File: src/rtl/rtc_pkg.sv
// Shared constants and types for the RTC read sequencer: the register address
// list walked by each scan and the sequencer state encoding.
package rtc_pkg;

   localparam logic [7:0] ADDR_SEG   = 8'h21;
   localparam logic [7:0] ADDR_MIN   = 8'h22;
   localparam logic [7:0] ADDR_HOUR  = 8'h23;
   localparam logic [7:0] ADDR_DAY   = 8'h24;
   localparam logic [7:0] ADDR_MONTH = 8'h25;
   localparam logic [7:0] ADDR_YEAR  = 8'h26;

   localparam int N_REGS = 6;

   // Element [i] is the register read at scan index i.
   localparam logic [5:0][7:0] ADDR_TABLE = {ADDR_YEAR, ADDR_MONTH, ADDR_DAY,
                                             ADDR_HOUR, ADDR_MIN, ADDR_SEG};

   typedef enum logic [2:0] {
      ST_IDLE   = 3'd0,
      ST_ISSUE  = 3'd1,
      ST_WAIT   = 3'd2,
      ST_NEXT   = 3'd3,
      ST_GAP    = 3'd4,
      ST_COMMIT = 3'd5
   } state_t;

   function automatic logic [7:0] addr_of(input logic [2:0] idx);
      return (idx < 3'd6) ? ADDR_TABLE[idx] : ADDR_SEG;
   endfunction

endpackage

File: src/rtl/rtc_read_sequencer_if.sv
// Signal bundle between the read sequencer, the read-cycle engine and the
// time consumers; master is the sequencer side.
interface rtc_read_sequencer_if;
   import rtc_pkg::*;

   // Engine handshake: rd_start is a one-cycle request with addr_out held
   // until the engine answers with a one-cycle read_end carrying data_in.
   // Only one request is outstanding; read_end outside a wait is ignored.
   logic       scan_req;
   logic       read_end;
   logic [7:0] data_in;
   logic       rd_start;
   logic [7:0] addr_out;
   logic       busy;
   logic       scan_done;
   logic       timeout_err;
   logic [7:0] seg;
   logic [7:0] min;
   logic [7:0] hour;
   logic [7:0] day;
   logic [7:0] month;
   logic [7:0] year;
   state_t     dbg_state;

   modport master (
      input  scan_req, read_end, data_in,
      output rd_start, addr_out, busy, scan_done, timeout_err,
      output seg, min, hour, day, month, year, dbg_state
   );

   modport slave (
      output scan_req, read_end, data_in,
      input  rd_start, addr_out, busy, scan_done, timeout_err,
      input  seg, min, hour, day, month, year, dbg_state
   );

endinterface

File: src/rtl/rtc_down_counter.sv
// Loadable down counter that stops at zero and flags it; serves as both the
// refresh timer and the per-read watchdog.
module rtc_down_counter #(
   parameter int               WIDTH   = 8,
   parameter logic [WIDTH-1:0] RST_VAL = '0
) (
   input  logic             clk,
   input  logic             rst,
   input  logic             i_load,
   input  logic [WIDTH-1:0] i_load_val,
   input  logic             i_dec,
   output logic             o_zero
);

   logic [WIDTH-1:0] r_count;

   always_ff @(posedge clk) begin
      if (rst) begin
         r_count <= RST_VAL;
      end else if (i_load) begin
         r_count <= i_load_val;
      end else if (i_dec && (r_count != '0)) begin
         r_count <= r_count - 1'b1;
      end
   end

   assign o_zero = (r_count == '0);

endmodule

File: src/rtl/rtc_read_sequencer.sv
// Walks the six RTC time registers through the read-cycle engine and commits
// the captured bytes together once the whole scan has succeeded.
module rtc_read_sequencer
   import rtc_pkg::*;
#(
   parameter int REFRESH_CYCLES = 1000,
   parameter int TIMEOUT_CYCLES = 255
) (
   input logic                  clk,
   input logic                  rst,
   rtc_read_sequencer_if.master bus
);

   localparam logic [15:0] REFRESH_RELOAD = 16'(REFRESH_CYCLES - 1);
   // Loaded with one less so the zero flag lands on the last cycle a reply is accepted.
   localparam logic [7:0]  WD_RELOAD      = 8'(TIMEOUT_CYCLES - 1);

   state_t     r_state;
   state_t     w_next;
   logic [2:0] r_index;
   logic [7:0] r_shadow [N_REGS];
   logic [7:0] r_seg, r_min, r_hour, r_day, r_month, r_year;
   logic       r_timeout_err;

   logic       w_busy;
   logic       w_tick;
   logic       w_launch;
   logic       w_ref_zero;
   logic       w_wd_zero;
   logic       w_rd_start;
   logic       w_scan_done;

   assign w_busy   = (r_state != ST_IDLE);
   assign w_tick   = w_ref_zero & ~w_busy;
   assign w_launch = w_tick | bus.scan_req;

   // Held at reload while busy so the refresh period restarts on each return to idle.
   rtc_down_counter #(
      .WIDTH   (16),
      .RST_VAL (REFRESH_RELOAD)
   ) u_refresh (
      .clk        (clk),
      .rst        (rst),
      .i_load     (w_busy | w_ref_zero),
      .i_load_val (REFRESH_RELOAD),
      .i_dec      (1'b1),
      .o_zero     (w_ref_zero)
   );

   rtc_down_counter #(
      .WIDTH   (8),
      .RST_VAL (8'd0)
   ) u_watchdog (
      .clk        (clk),
      .rst        (rst),
      .i_load     (r_state == ST_ISSUE),
      .i_load_val (WD_RELOAD),
      .i_dec      (r_state == ST_WAIT),
      .o_zero     (w_wd_zero)
   );

   always_ff @(posedge clk) begin
      if (rst) begin
         r_state <= ST_IDLE;
      end else begin
         r_state <= w_next;
      end
   end

   always_comb begin
      w_next      = r_state;
      w_rd_start  = 1'b0;
      w_scan_done = 1'b0;
      case (r_state)
         ST_IDLE:   if (w_launch) w_next = ST_ISSUE;
         ST_ISSUE: begin
            w_rd_start = 1'b1;
            w_next     = ST_WAIT;
         end
         ST_WAIT: begin
            if (bus.read_end)   w_next = ST_NEXT;
            else if (w_wd_zero) w_next = ST_IDLE;
         end
         ST_NEXT:   w_next = (r_index == 3'd5) ? ST_COMMIT : ST_GAP;
         ST_GAP:    w_next = ST_ISSUE;
         ST_COMMIT: begin
            w_scan_done = 1'b1;
            w_next      = ST_IDLE;
         end
         default:   w_next = ST_IDLE;
      endcase
      if ((r_state != ST_IDLE) && (r_index > 3'd5)) w_next = ST_IDLE;
   end

   always_ff @(posedge clk) begin
      if (rst) begin
         r_index       <= 3'd0;
         r_timeout_err <= 1'b0;
         r_seg         <= 8'h00;
         r_min         <= 8'h00;
         r_hour        <= 8'h00;
         r_day         <= 8'h00;
         r_month       <= 8'h00;
         r_year        <= 8'h00;
         for (int i = 0; i < N_REGS; i++) r_shadow[i] <= 8'h00;
      end else begin
         case (r_state)
            ST_IDLE: if (w_launch) r_index <= 3'd0;
            ST_WAIT: begin
               if (bus.read_end) begin
                  if (r_index < 3'd6) r_shadow[r_index] <= bus.data_in;
               end else if (w_wd_zero) begin
                  r_timeout_err <= 1'b1;
                  for (int i = 0; i < N_REGS; i++) r_shadow[i] <= 8'h00;
               end
            end
            ST_NEXT: if (r_index != 3'd5) r_index <= r_index + 3'd1;
            ST_COMMIT: begin
               r_seg         <= r_shadow[0];
               r_min         <= r_shadow[1];
               r_hour        <= r_shadow[2];
               r_day         <= r_shadow[3];
               r_month       <= r_shadow[4];
               r_year        <= r_shadow[5];
               r_timeout_err <= 1'b0;
            end
            default: ;
         endcase
      end
   end

   assign bus.rd_start    = w_rd_start;
   assign bus.addr_out    = addr_of(r_index);
   assign bus.busy        = w_busy;
   assign bus.scan_done   = w_scan_done;
   assign bus.timeout_err = r_timeout_err;
   assign bus.seg         = r_seg;
   assign bus.min         = r_min;
   assign bus.hour        = r_hour;
   assign bus.day         = r_day;
   assign bus.month       = r_month;
   assign bus.year        = r_year;
   assign bus.dbg_state   = r_state;

endmodule
File: src/flat_wrapper.sv
// flat-port wrapper written by rule: the top's interface ports become plain ports
module rtc_read_sequencer_flat import rtc_pkg::*;
#(
   parameter int REFRESH_CYCLES = 1000,
   parameter int TIMEOUT_CYCLES = 255
)
  (clk, rst, bus_scan_req, bus_read_end, bus_data_in, bus_rd_start, bus_addr_out, bus_busy, bus_scan_done, bus_timeout_err, bus_seg, bus_min, bus_hour, bus_day, bus_month, bus_year, bus_dbg_state);
  rtc_read_sequencer_if bus_i ();
  input logic clk;
  input logic rst;
  input wire logic [$bits(bus_i.scan_req)-1:0] bus_scan_req;
  input wire logic [$bits(bus_i.read_end)-1:0] bus_read_end;
  input wire logic [$bits(bus_i.data_in)-1:0] bus_data_in;
  output wire logic [$bits(bus_i.rd_start)-1:0] bus_rd_start;
  output wire logic [$bits(bus_i.addr_out)-1:0] bus_addr_out;
  output wire logic [$bits(bus_i.busy)-1:0] bus_busy;
  output wire logic [$bits(bus_i.scan_done)-1:0] bus_scan_done;
  output wire logic [$bits(bus_i.timeout_err)-1:0] bus_timeout_err;
  output wire logic [$bits(bus_i.seg)-1:0] bus_seg;
  output wire logic [$bits(bus_i.min)-1:0] bus_min;
  output wire logic [$bits(bus_i.hour)-1:0] bus_hour;
  output wire logic [$bits(bus_i.day)-1:0] bus_day;
  output wire logic [$bits(bus_i.month)-1:0] bus_month;
  output wire logic [$bits(bus_i.year)-1:0] bus_year;
  output wire logic [$bits(bus_i.dbg_state)-1:0] bus_dbg_state;
  assign bus_i.scan_req = bus_scan_req;
  assign bus_i.read_end = bus_read_end;
  assign bus_i.data_in = bus_data_in;
  assign bus_rd_start = bus_i.rd_start;
  assign bus_addr_out = bus_i.addr_out;
  assign bus_busy = bus_i.busy;
  assign bus_scan_done = bus_i.scan_done;
  assign bus_timeout_err = bus_i.timeout_err;
  assign bus_seg = bus_i.seg;
  assign bus_min = bus_i.min;
  assign bus_hour = bus_i.hour;
  assign bus_day = bus_i.day;
  assign bus_month = bus_i.month;
  assign bus_year = bus_i.year;
  assign bus_dbg_state = bus_i.dbg_state;
  rtc_read_sequencer #(.REFRESH_CYCLES(REFRESH_CYCLES), .TIMEOUT_CYCLES(TIMEOUT_CYCLES)) u_core (.clk(clk), .rst(rst), .bus(bus_i));
endmodule
File: config.mk
export PLATFORM = sky130hd
export DESIGN_NAME = rtc_read_sequencer_flat
export DESIGN_NICKNAME = d
export VERILOG_FILES = /design/src/rtl/rtc_pkg.sv /design/src/rtl/rtc_read_sequencer_if.sv /design/src/rtl/rtc_down_counter.sv /design/src/rtl/rtc_read_sequencer.sv /design/src/flat_wrapper.sv
export SDC_FILE = /design/constraint.sdc
export NUM_CORES = 1
export LEC_CHECK = 0
export CORE_AREA = 2 2 98 110
export CTS_CLUSTER_DIAMETER = 60
export CTS_CLUSTER_SIZE = 30
export DETAILED_ROUTE_END_ITERATION = 12
export DIE_AREA = 0 0 100 112
export PLACE_DENSITY = 0.77
export SYNTH_ARGS = -nofsm -noshare
export SYNTH_HDL_FRONTEND = slang
export SYNTH_SLANG_ARGS = --single-unit
File: constraint.sdc
create_clock -name clk -period 2.5 [get_ports clk]
set_input_delay 0.25 -clock clk [delete_from_list [all_inputs] [get_ports clk]]
set_output_delay 0.25 -clock clk [all_outputs]
set_load 0.1 [all_outputs]
==> reports/results.md <==
| Metric | This run | Unit |
|---|---|---|
| Post-synth EDFFs | 48 | - |
| Ys flop type | dfxtp_1 | - |
| Number of placed I/O pins | 75 | - |
| Worst setup timing slack at the placement stage | 228 | ps |
| Critical path class | reg2reg | - |
| Insertion delay to the later sink of the worst-skew pair | 410 | ps |
| Post-synth cell types | 59 | - |
| Top Usage Layer GRT | met2 | - |
| Met1 track utilization from global routing | 0.257 | - |
| # fillers | 814 | - |
| Synth Warn # | 0 | - |
| Proportion of register bits with asynchronous set or reset after synthesis | 0 | - |
| Number of clock buffers inserted by TritonCTS | 17 | - |
| Count of max-cap constraint violations | 0 | - |
| Time the final worst path needs with I/O delays and setup | 2280 | ps |
| Quantity of gates resized following cts | 0 | - |
| Routed wire length | 10800 | um |
| Root buffer selected by CTS | clkbuf_16 | - |
| Library cell occupying the most area in the post-synthesis netlist | dfxtp_1 | - |
| Site Rows | 39 | - |
| Critical Path Source Type | flop | - |
| Die Y | 112 | um |
| Largest registers | u_core.r_shadow: 48 flops, u_core.u_refresh.r_count: 16 flops | - |
| Global-route wire length before repair | 18000 | um |
| Final critical-path setup slack | 221 | ps |
| Via count of the routed design | 3896 | - |
| Register with the most flip-flops | u_core.r_shadow | - |
| P_sw | 0.00120 | W |
| Share of the cycle needed by the critical path after routing | 0.912 | - |
| Share of power burned in registers | 0.453 | - |
| Worst setup EP type | flop | - |
| Routed length per placed instance | 14.7 | um |
| Unrepaired setup endpoints after global routing | no | - |
| Critical path required time | 2590 | ps |
| Cell internal power dissipation | 0.00391 | W |
| Final Setup Violations | 0 | - |
| Number of instances in the synthesized netlist | 536 | - |
| Part of the total power dissipated in combinational logic | 0.082 | - |
| Die outline area | 11200 | sq um |
| Highest Clock Rate | 439 | MHz |
| Flip-flop count of the largest register, all copies and words added | 48 | - |
| Worst hold path type | in2reg | - |
| Post-CTS setup buffer count | 0 | - |
| Initial antenna violation count | 0 | - |
| Final worst clock skew | 9.89 | ps |
| Relative slew margins | 0.627 | - |
| Final instance area | 6570 | sq um |
| Global-route congestion overflow total | 0 | - |
| Slew at the pin closest to its max-slew limit | 554 | ps |
| Total standard cell area after synthesis | 5340 | sq um |
| Seq/Total Area, Yosys | 0.578 | - |
| DR vias/cell | 5.28 | - |
| Synthesized area divided by synthesized cell count | 9.95 | sq um |
| Largest net degree at the start of global routing | 49 | - |
| Final Net Count | 619 | - |
| Routability congestion estimate | 0.798 | - |
| Number of remaining DRC errors | 0 | - |
| Area share of the leading cell type in the synthesized netlist | 0.308 | - |
| Leakage power of the design | 2.54 | nW |
| Critical Path Fanout Max | 8 | - |
| FF+latch count, synth | 130 | - |
| Number of inserted diodes | 0 | - |
| Setup tns final | 0 | ps |
| DRC violation total after the first TritonRoute iteration | 193 | - |
| Data arrival at the endpoint of the critical path | 2370 | ps |
| Number of max-slew violations in the final report | 0 | - |
| Run status | complete, no violations | - |
| Count of antenna-violating nets left after detailed routing | 0 | - |
| Placeable core region | 10100 | sq um |
| Vias in the first global route | 3823 | - |
| Number of hold violations in the final report | 0 | - |
| Detailed placer's ending HPWL | 7450 | um |
| Overall global routing resource usage | 0.206 | - |
| Deepest clock path buffer count | 2 | - |
| Most area-consuming cells after synthesis | dfxtp_1 (31%), edfxtp_1 (27%), nand2_1 (8.3%) | - |
| Detailed-routing iteration count for the pre-antenna-repair pass | 5 | - |
| Maximum level of the CTS H-tree | 4 | - |
| Switching share of power | 0.234 | - |
| Clock sinks | 130 | - |
| TritonCTS clock tree | built | - |
| Share of total power in the clock network | 0.465 | - |
| Global-route track usage on met3 | 0.0609 | - |
| Initial standard-cell utilization of the core | 0.526 | - |
| Worst-case vdd ir drop | 470 | uV |
| Synth-to-Final Area Change | 23.1 | % |
| Final core occ | 0.647 | - |
| Chip Width | 100 | um |
| Met2 Resource Use GR | 0.330 | - |
| CTS Hold Buffers Added | 0 | - |
| Power density over cell area | 778 | nW/um^2 |
| Share of cells above drive strength 1 | 0.200 | - |
| Port Buffer Count | 69 | - |
| Placed Instance Area | 5980 | sq um |
| Clk slew on worst S/H paths | 50 | ps |
==> placed cells by master (no fill, tap or decap), types with 3 or more instances in the layout <==
cell,instances
a211oi_1,3
a21oi_1,61
and2_1,41
and3_1,18
buf_4,64
clkbuf_1,3
clkbuf_16,20
clkdlybuf4s50_1,10
clkinv_2,5
conb_1,5
dfxtp_1,79
dfxtp_2,3
edfxtp_1,48
ha_1,5
inv_1,7
inv_2,3
nand2_1,118
nand2b_1,6
nand3_1,6
nor2_1,19
nor2_2,3
nor3_1,11
o21ai_0,3
or4_1,4
xnor2_1,5
xor2_1,10
==> cell families (layout without fill, tap and decap cells) <==
family | count (synthesis) | in the layout | share of synthesized area
buf+inv | 44 | 120 | 0.0371
simple gates | 252 | 252 | 0.245
compound gates | 86 | 86 | 0.0983
mux | 2 | 2 | 0.00375
fa+ha+maj | 5 | 5 | 0.0117
flops | 130 | 130 | 0.578
xor+xnor | 15 | 15 | 0.0246
other cells | 2 | 5 | 0.00141
==> worst paths after layout <==
check                           slack (ps)  depth (start not counted)                           to                    startpoint
worst max-delay path                   220                          4        u_core.r_shadow[1][7]  u_core.u_watchdog.r_count[2]
worst max register to register         220                          4        u_core.r_shadow[1][7]  u_core.u_watchdog.r_count[2]
worst min register to register         430                          1  u_core.u_refresh.r_count[0]   u_core.u_refresh.r_count[0]
worst min-delay path                   300                          3                  bus_hour[7]                           rst
==> cell usage after synthesis (7+ instances only) <==
cell and count:
inv_1 7, xor2_1 10, edfxtp_1 48, dfxtp_1 82, nor3_1 11, clkbuf_1 15
and3_1 18, a21oi_1 61, nand2_1 118, buf_2 11, nor2_1 19, and2_1 41
==> layout make-up <==
class                   count  area (sq um)  share of cell area
repair buffers             77           626              0.0953
multi-input cells         365          2070               0.316
flip-flops and latches    130          3090               0.470
inverters                  11          42.5             0.00648
well taps                 123           154              0.0234
clock inverters             9          73.8              0.0112
clock buffers              23           512              0.0779
==> power by group through the flow <==
stage                     logic (W)  clock network [W]  registers (W)
after CTS                  0.000421            0.00242        0.00231
after floorplan            0.000292                  0        0.00238
after global placement     0.000409                  0        0.00235
after detailed placement   0.000417                  0        0.00236
final                      0.000418            0.00238        0.00232
after global routing       0.000450            0.00251        0.00232
==> per-stage QoR <==
| stage | hold WS, ps | total power [W] | std cells |
|---|---|---|---|
| 6_report | 304 | 0.00511 | 738 |
| 5_1_grt | 312 | 0.00529 | 738 |
| 4_1_cts | 285 | 0.00516 | 738 |
| 3_5_place_dp | 412 | 0.00278 | 706 |
| 3_3_place_gp | 409 | 0.00276 | 706 |
| 2_1_floorplan | 393 | 0.00267 | 539 |
==> per-layer routing <==
| metal | vias to the layer above | wire length (um) | part of all wire |
|---|---|---|---|
| li1 | 1961 | - | - |
| met1 | 1810 | 4730 | 0.44 |
| met2 | 112 | 5310 | 0.49 |
| met3 | 13 | 634 | 0.058 |
| met4 | 0 | 167 | 0.015 |
| met5 | - | 0 | 0 |
==> worst max-delay path, stage by stage, from the launching register on <==
cell	delay [ps]
dfxtp_1	350
or4_4	600
nor4_2	330
a21oi_1	250
a21bo_1	430
Note: power is estimated with default switching activity, not from simulation.
